File: src/rtl/vga_timing_rx.sv
// vga_timing_rx
// Recovers the pixel position from a VGA hsync/vsync/rgb stream that shares
// the system clock. Checks line and frame timing, runs a lock FSM and emits
// one strobe per visible pixel with the recovered coordinate and colour.
//
// Ports
//   clk          system clock
//   rst          asynchronous active-high reset
//   hsync, vsync active-low syncs from the generator
//   rgb          12-bit pixel colour
//   locked       lock FSM is in LOCKED
//   rx_valid     one-clock strobe per visible pixel while locked
//   rx_x, rx_y   recovered coordinate, qualified by rx_valid
//   rx_rgb       sampled colour, qualified by rx_valid
//   frame_start  pulse when the recovered position wraps to (0,0)
//   h_err/v_err  pulse on a horizontal/vertical timing violation
//   frame_cnt    frames completed while locked (wraps)
//
// Lock FSM
//   state    | meaning
//   UNLOCKED | no timing reference; waiting for a vsync fall
//   ACQUIRE  | one vsync fall seen; waiting for a clean second one
//   LOCKED   | timing verified; pixel strobes enabled
module vga_timing_rx #(
  parameter int CLKS_PER_PIXEL = 4,
  parameter int H_DISP = 640,
  parameter int H_FP   = 16,
  parameter int H_SYNC = 96,
  parameter int H_BP   = 48,
  parameter int V_DISP = 480,
  parameter int V_FP   = 10,
  parameter int V_SYNC = 2,
  parameter int V_BP   = 33
) (
  input  logic        clk,
  input  logic        rst,
  input  logic        hsync,
  input  logic        vsync,
  input  logic [11:0] rgb,
  output logic        locked,
  output logic        rx_valid,
  output logic [9:0]  rx_x,
  output logic [9:0]  rx_y,
  output logic [11:0] rx_rgb,
  output logic        frame_start,
  output logic        h_err,
  output logic        v_err,
  output logic [7:0]  frame_cnt
);

  localparam int H_TOTAL = H_DISP + H_FP + H_SYNC + H_BP;
  localparam int V_TOTAL = V_DISP + V_FP + V_SYNC + V_BP;
  localparam int PW      = (CLKS_PER_PIXEL > 2) ? $clog2(CLKS_PER_PIXEL) : 1;

  localparam logic [PW-1:0] PH_LAST   = PW'(CLKS_PER_PIXEL - 1);
  localparam logic [PW-1:0] PH_SAMPLE = PW'(CLKS_PER_PIXEL / 2);
  localparam logic [9:0]    H_LOAD    = 10'(H_DISP + H_FP);
  localparam logic [9:0]    H_LAST    = 10'(H_TOTAL - 1);
  localparam logic [9:0]    H_VIS     = 10'(H_DISP);
  localparam logic [9:0]    V_LOAD    = 10'(V_DISP + V_FP);
  localparam logic [9:0]    V_LAST    = 10'(V_TOTAL - 1);
  localparam logic [9:0]    V_VIS     = 10'(V_DISP);
  localparam logic [11:0]   HCLK_LINE = 12'(H_TOTAL * CLKS_PER_PIXEL);
  localparam logic [11:0]   HCLK_SYNC = 12'(H_SYNC * CLKS_PER_PIXEL);
  localparam logic [9:0]    VL_FRAME  = 10'(V_TOTAL);
  localparam logic [9:0]    VL_SYNC   = 10'(V_SYNC);

  localparam logic [1:0] ST_UNLOCKED = 2'd0;
  localparam logic [1:0] ST_ACQUIRE  = 2'd1;
  localparam logic [1:0] ST_LOCKED   = 2'd2;

  logic          hs_q, vs_q;
  logic [PW-1:0] phase;
  logic [9:0]    h_cnt, v_cnt;
  logic [11:0]   hclk;
  logic [9:0]    vlines;
  logic          h_armed, v_armed;
  logic [1:0]    state, state_nxt;

  logic hf, hr, vf, vr;
  logic pix_tick, h_wrap, v_wrap, samp_pt;
  logic h_err_c, v_err_c, err_any, drop;

  assign hf = hs_q & ~hsync;
  assign hr = ~hs_q & hsync;
  assign vf = vs_q & ~vsync;
  assign vr = ~vs_q & vsync;

  // An HF reload takes precedence over a pixel tick, so no wrap is reported
  // on that cycle; likewise VF suppresses the frame wrap.
  assign pix_tick = (phase == PH_LAST);
  assign h_wrap   = pix_tick & ~hf & (h_cnt == H_LAST);
  assign v_wrap   = h_wrap & ~vf & (v_cnt == V_LAST);
  assign samp_pt  = (phase == PH_SAMPLE) & (h_cnt < H_VIS) & (v_cnt < V_VIS);

  // The armed flags mean "a reference edge has been seen"; the first HF/VF
  // after reset or loss of lock only starts the measurement.
  assign h_err_c = h_armed & ((hf & (hclk != HCLK_LINE)) | (hr & (hclk != HCLK_SYNC)));
  assign v_err_c = v_armed & ((vf & (vlines != VL_FRAME)) | (vr & (vlines != VL_SYNC)));
  assign err_any = h_err_c | v_err_c;
  assign drop    = err_any & (state != ST_UNLOCKED);

  assign locked = (state == ST_LOCKED);

  always_comb begin
    state_nxt = state;
    case (state)
      ST_UNLOCKED: if (vf) state_nxt = ST_ACQUIRE;
      ST_ACQUIRE: begin
        if (err_any) state_nxt = ST_UNLOCKED;
        else if (vf) state_nxt = ST_LOCKED;
      end
      ST_LOCKED:   if (err_any) state_nxt = ST_UNLOCKED;
      default:     state_nxt = ST_UNLOCKED;
    endcase
  end

  always_ff @(posedge clk or posedge rst) begin
    if (rst) begin
      hs_q  <= 1'b1;
      vs_q  <= 1'b1;
      phase <= '0;
      h_cnt <= '0;
      v_cnt <= '0;
      state <= ST_UNLOCKED;
    end else begin
      hs_q  <= hsync;
      vs_q  <= vsync;
      state <= state_nxt;

      if (hf || pix_tick) phase <= '0;
      else                phase <= phase + 1'b1;

      if (hf)            h_cnt <= H_LOAD;
      else if (pix_tick) h_cnt <= (h_cnt == H_LAST) ? 10'd0 : h_cnt + 10'd1;

      if (vf)          v_cnt <= V_LOAD;
      else if (h_wrap) v_cnt <= (v_cnt == V_LAST) ? 10'd0 : v_cnt + 10'd1;
    end
  end

  // Timing measurement. vlines restarts at VF including a wrap on that same
  // cycle, so a wrap coincident with VF is counted exactly once per frame.
  always_ff @(posedge clk or posedge rst) begin
    if (rst) begin
      hclk    <= '0;
      vlines  <= '0;
      h_armed <= 1'b0;
      v_armed <= 1'b0;
    end else begin
      if (hf)                    hclk <= 12'd1;
      else if (hclk != 12'hFFF)  hclk <= hclk + 12'd1;

      if (vf)                             vlines <= {9'd0, h_wrap};
      else if (h_wrap && vlines != 10'h3FF) vlines <= vlines + 10'd1;

      if (drop)    h_armed <= 1'b0;
      else if (hf) h_armed <= 1'b1;

      if (drop)    v_armed <= 1'b0;
      else if (vf) v_armed <= 1'b1;
    end
  end

  always_ff @(posedge clk or posedge rst) begin
    if (rst) begin
      rx_valid    <= 1'b0;
      rx_x        <= '0;
      rx_y        <= '0;
      rx_rgb      <= '0;
      frame_start <= 1'b0;
      h_err       <= 1'b0;
      v_err       <= 1'b0;
      frame_cnt   <= '0;
    end else begin
      rx_valid    <= samp_pt & locked;
      frame_start <= v_wrap;
      h_err       <= h_err_c;
      v_err       <= v_err_c;
      // Captured values only move with a strobe so they hold between strobes.
      if (samp_pt && locked) begin
        rx_x   <= h_cnt;
        rx_y   <= v_cnt;
        rx_rgb <= rgb;
      end
      if (v_wrap && locked) frame_cnt <= frame_cnt + 8'd1;
    end
  end

endmodule

File: config.mk
export PLATFORM = sky130hd
export DESIGN_NAME = vga_timing_rx
export DESIGN_NICKNAME = d
export VERILOG_FILES = /design/src/rtl/vga_timing_rx.sv
export SDC_FILE = /design/constraint.sdc
export NUM_CORES = 1
export LEC_CHECK = 0
export CORE_UTILIZATION = 50
export CTS_BUF_LIST = sky130_fd_sc_hd__clkbuf_4
export DETAILED_ROUTE_END_ITERATION = 8
export GPL_ROUTABILITY_DRIVEN = 0
export HOLD_SLACK_MARGIN = 0.03
export PLACE_DENSITY = 0.77
export SLEW_MARGIN = 0
export SYNTH_ARGS = -nofsm -noshare
export SYNTH_HDL_FRONTEND = slang
export SYNTH_SLANG_ARGS = --single-unit
File: constraint.sdc
create_clock -name clk -period 3 [get_ports clk]
set_clock_uncertainty 0.1 [all_clocks]
set_input_delay 0.6 -clock clk [delete_from_list [all_inputs] [get_ports clk]]
set_output_delay 0.6 -clock clk [all_outputs]
set_load 0.1 [all_outputs]
==> impl_metrics.csv <==
group,metric,value,unit
timing,finalHoldWorstSlack,0.382,ns
routing,post_drt_via_cell_ratio,5.68,
synth,synth_area,4400,um2
routing,route.detailed.drc,0,
clocking,cts.htree.levels,3,
layout,postLayoutCellArea,5200,um2
job,cap_violations,0,
global_route,grt_pass1_wl,14200,um
synth,dominantRegCellSynth,"sky130_fd_sc_hd__dfrtp_1",
die,floorplan.die_area,9170,um2
die,floorplan.core_area,8380,um2
layout,antenna_diode_instance_count,0,
die,die_width,95.8,um
synth,seq_area_frac_synth,53.5,%
synth,synth.net_count,433,
routing,dr_total_vias,3308,
timing,final-max-slew-violation-count,0,
clocking,cts.repair.resized,0,
setup_path,crit_path_end_kind,"flop",
timing,final_hold_viol_count,0,
placed_design,dpl.cell_count,567,
routing,route.final.wire_length,8570,um
layout,area_growth,18.3,%
placed_design,numPortBuffers,60,
status,status,"finished clean",
timing,finalSetupViolations,0,
placed_design,hpwl,6230,um
die,rows,33,
synth,syn_area_per_cell,10.8,um2
synth,synth_warnings,0,
timing,totalNegativeSetupSlack,0,ns
synth,synth_enable_flop_cells,0,
die,i_o_pin_total,61,
timing,clock.fmax,373,MHz
pwr,ir_drop,344,uV
layout,final-instance-count-excl-fill,582,
pwr,intPower,1.76,mW
clocking,cts-buffers-inserted,9,
routing,detail_route.wl_per_cell,14.7,um
pwr,switchingPower,0.786,mW
global_route,via_count_of_the_first_global_routing_pass,3097,
placed_design,placement.cell_area,5070,um2
pwr,power.total,2.55,mW
synth,netlist-cell-type-count,52,
timing,grt_setup_unrepaired,"no",
clocking,cts.path.max_buffers,2,
layout,postLayoutCoreUtil,62.1,%
clocking,insertion_delay,0.44,ns
timing,final.period_utilization,89.3,%
clocking,clkSlewWorstSetupHoldPaths,0.14,ns
die,initial_core_util,52.5,%
layout,final_layout_size_suffix_gt1_share,22.4,%
setup_path,timing.critical_path.required,3.26,ns
timing,max-slew-margin-rel,30.8,%
pwr,power.share.combinational,18.4,%
routing,dr.pass1.iters,4,
global_route,grt_start_max_net_pins,39,
clocking,clkSinkCount,94,
setup_path,timing_worst_setup_path_type,"reg -> reg",
clocking,root_buffer,"sky130_fd_sc_hd__clkbuf_4",
synth,synthCells,406,
routing,initialDrtViolationCount,206,
layout,filler_cell_count,712,
setup_path,worstPathMaxFanout,8,
synth,top_post_synthesis_cells_by_area,"sky130_fd_sc_hd__dfrtp_1, sky130_fd_sc_hd__mux2_2, sky130_fd_sc_hd__ha_1, sky130_fd_sc_hd__o21ai_0, sky130_fd_sc_hd__nand2_1",
clocking,holdBufCountCts,0,
setup_path,critical_path_data_arrival_time,2.94,ns
pwr,swShare,30.9,%
timing,fin_ws,0.322,ns
worst_hold_path,hold_class,"reg -> reg",
pwr,p_seq_share,55.8,%
pwr,power.leakage,2.31,nW
timing,timing_worst_slew_pin_value,1.02,ns
global_route,grt.overflow.total,0,
pwr,clock_power_share,25.8,%
clocking,post_cts.repair.setup_buffers,0,
synth,synth_async_sr_flop_share,100,%
synth,post_synth_top_area_cell,"sky130_fd_sc_hd__dfrtp_1",
setup_path,worstSetupStartpointType,"flop",
layout,nNetsFinal,500,
clocking,clock_tree_from_tritoncts,"yes",
global_route,number_of_antenna_violations_at_the_first_check_in_global_routing,0,
synth,postSynthRegisterBits,94,
synth,synth_top_area_share,52.3,%
die,die_height,95.8,um
pwr,power_per_cell_area,489,nW/um2
routing,ant_nets,0,
global_route,grt_util_all_layers,20.0,%
placed_design,pre_cts_ws,0.190,ns
timing,finalWorstPathRequiredPeriod,2.68,ns
## cells by family (layout without fill, tap and decap cells)
group / after synthesis / in the layout / share of synthesized area, %
xor+xnor: 21 / 21 / 4.18
flops: 94 / 94 / 53.5
compound gates: 68 / 68 / 9.56
buf+inv: 30 / 101 / 2.76
simple gates: 152 / 152 / 19.2
mux: 30 / 30 / 7.62
fa+ha+maj: 11 / 11 / 3.13
## worst max-delay path: stages, from the launching register on
cell and delay, ns:
sky130_fd_sc_hd__dfrtp_1 0.45, sky130_fd_sc_hd__ha_1 0.23, sky130_fd_sc_hd__nand4_1 0.13, sky130_fd_sc_hd__or3_1 0.43, sky130_fd_sc_hd__or4_1 0.66, sky130_fd_sc_hd__or4_1 0.50, sky130_fd_sc_hd__o21ai_1 0.09
## power groups by stage
stage          logic (mW)  clock network [mW]  registers [mW]
6_report            0.468               0.657            1.42
3_5_place_dp        0.473                   0            1.45
3_3_place_gp        0.464                   0            1.44
2_1_floorplan       0.223                   0            1.56
4_1_cts             0.475               0.689            1.42
5_1_grt             0.510               0.735            1.44
## state kept, by name, summed over array words and instances, names as in the netlist, 2 cells and up
| name | count |
|---|---|
| hclk | 12 |
| rx_rgb | 12 |
| h_cnt | 10 |
| rx_x | 10 |
| rx_y | 10 |
| v_cnt | 10 |
| vlines | 10 |
| frame_cnt | 8 |
| phase | 2 |
| state | 2 |
## cell usage after synthesis, types with 2 or more instances
cell / n
sky130_fd_sc_hd__nor3_1: 10
sky130_fd_sc_hd__a211oi_1: 4
sky130_fd_sc_hd__ha_1: 11
sky130_fd_sc_hd__and2_0: 2
sky130_fd_sc_hd__mux2_2: 27
sky130_fd_sc_hd__nand3b_1: 2
sky130_fd_sc_hd__o22a_1: 4
sky130_fd_sc_hd__or3_1: 8
sky130_fd_sc_hd__xor2_1: 10
sky130_fd_sc_hd__nor3b_1: 3
sky130_fd_sc_hd__nor2_1: 25
sky130_fd_sc_hd__nor4_1: 4
sky130_fd_sc_hd__nor2b_1: 3
sky130_fd_sc_hd__o21ai_0: 23
sky130_fd_sc_hd__a21oi_1: 15
sky130_fd_sc_hd__xnor2_1: 11
sky130_fd_sc_hd__dfstp_2: 2
sky130_fd_sc_hd__and2_1: 4
sky130_fd_sc_hd__o31ai_1: 2
sky130_fd_sc_hd__or4_1: 6
sky130_fd_sc_hd__a31oi_1: 5
sky130_fd_sc_hd__o311ai_0: 4
sky130_fd_sc_hd__nand3_1: 17
sky130_fd_sc_hd__mux2i_1: 2
sky130_fd_sc_hd__o21ai_1: 2
sky130_fd_sc_hd__nand2b_1: 6
sky130_fd_sc_hd__o21a_1: 2
sky130_fd_sc_hd__dfrtp_1: 92
sky130_fd_sc_hd__inv_1: 13
sky130_fd_sc_hd__clkbuf_1: 15
sky130_fd_sc_hd__and3_1: 7
sky130_fd_sc_hd__nand4b_1: 2
sky130_fd_sc_hd__nand4_1: 15
sky130_fd_sc_hd__nand2_1: 27
sky130_fd_sc_hd__and4_1: 4
## layout make-up
class / count / area, um2 / area share (%)
sequential: 94 / 2350 / 45.3
inverter: 13 / 52.6 / 1.01
multi-input combinational: 282 / 1920 / 37.0
clock buffer: 9 / 67.6 / 1.30
tap: 105 / 131 / 2.53
clock inverter: 6 / 61.3 / 1.18
timing repair buffer: 73 / 611 / 11.7
## final timing paths
check	startpoint	end	slack, ns	cells past startpoint
min in group asynchronous	rst	h_cnt[1]$_DFFE_PP0N_	0.46	2
max in group asynchronous	rst	hs_q$_DFF_PP1_	1.73	3
setup / recovery	h_cnt[0]$_DFFE_PP0N_	vlines[9]$_DFFE_PP0P_	0.32	6
setup reg to reg	h_cnt[0]$_DFFE_PP0N_	vlines[9]$_DFFE_PP0P_	0.32	6
hold / removal	phase[0]$_DFF_PP0_	phase[0]$_DFF_PP0_	0.38	1
hold reg to reg	phase[0]$_DFF_PP0_	phase[0]$_DFF_PP0_	0.38	1
## layer usage
layer  track usage, %  vias to the layer above  part of all wire (%)
met4             7.84                        0                   1.5
met1             25.4                     1604                    44
li1                 -                     1608                     -
met3             3.55                       13                   4.5
met2             33.8                       83                    49
met5                0                        -                     0
## cell usage in the layout (no fill, tap or decap), drive strengths merged, types with 13 or more instances in the layout
master          n
dfrtp          92
nor2           25
clkdlybuf4s50  15
nand4          15
buf            58
mux2           28
nand3          17
inv            13
o21ai          25
a21oi          15
nand2          27
No activity file was read; power rests on OpenSTA's default activity.
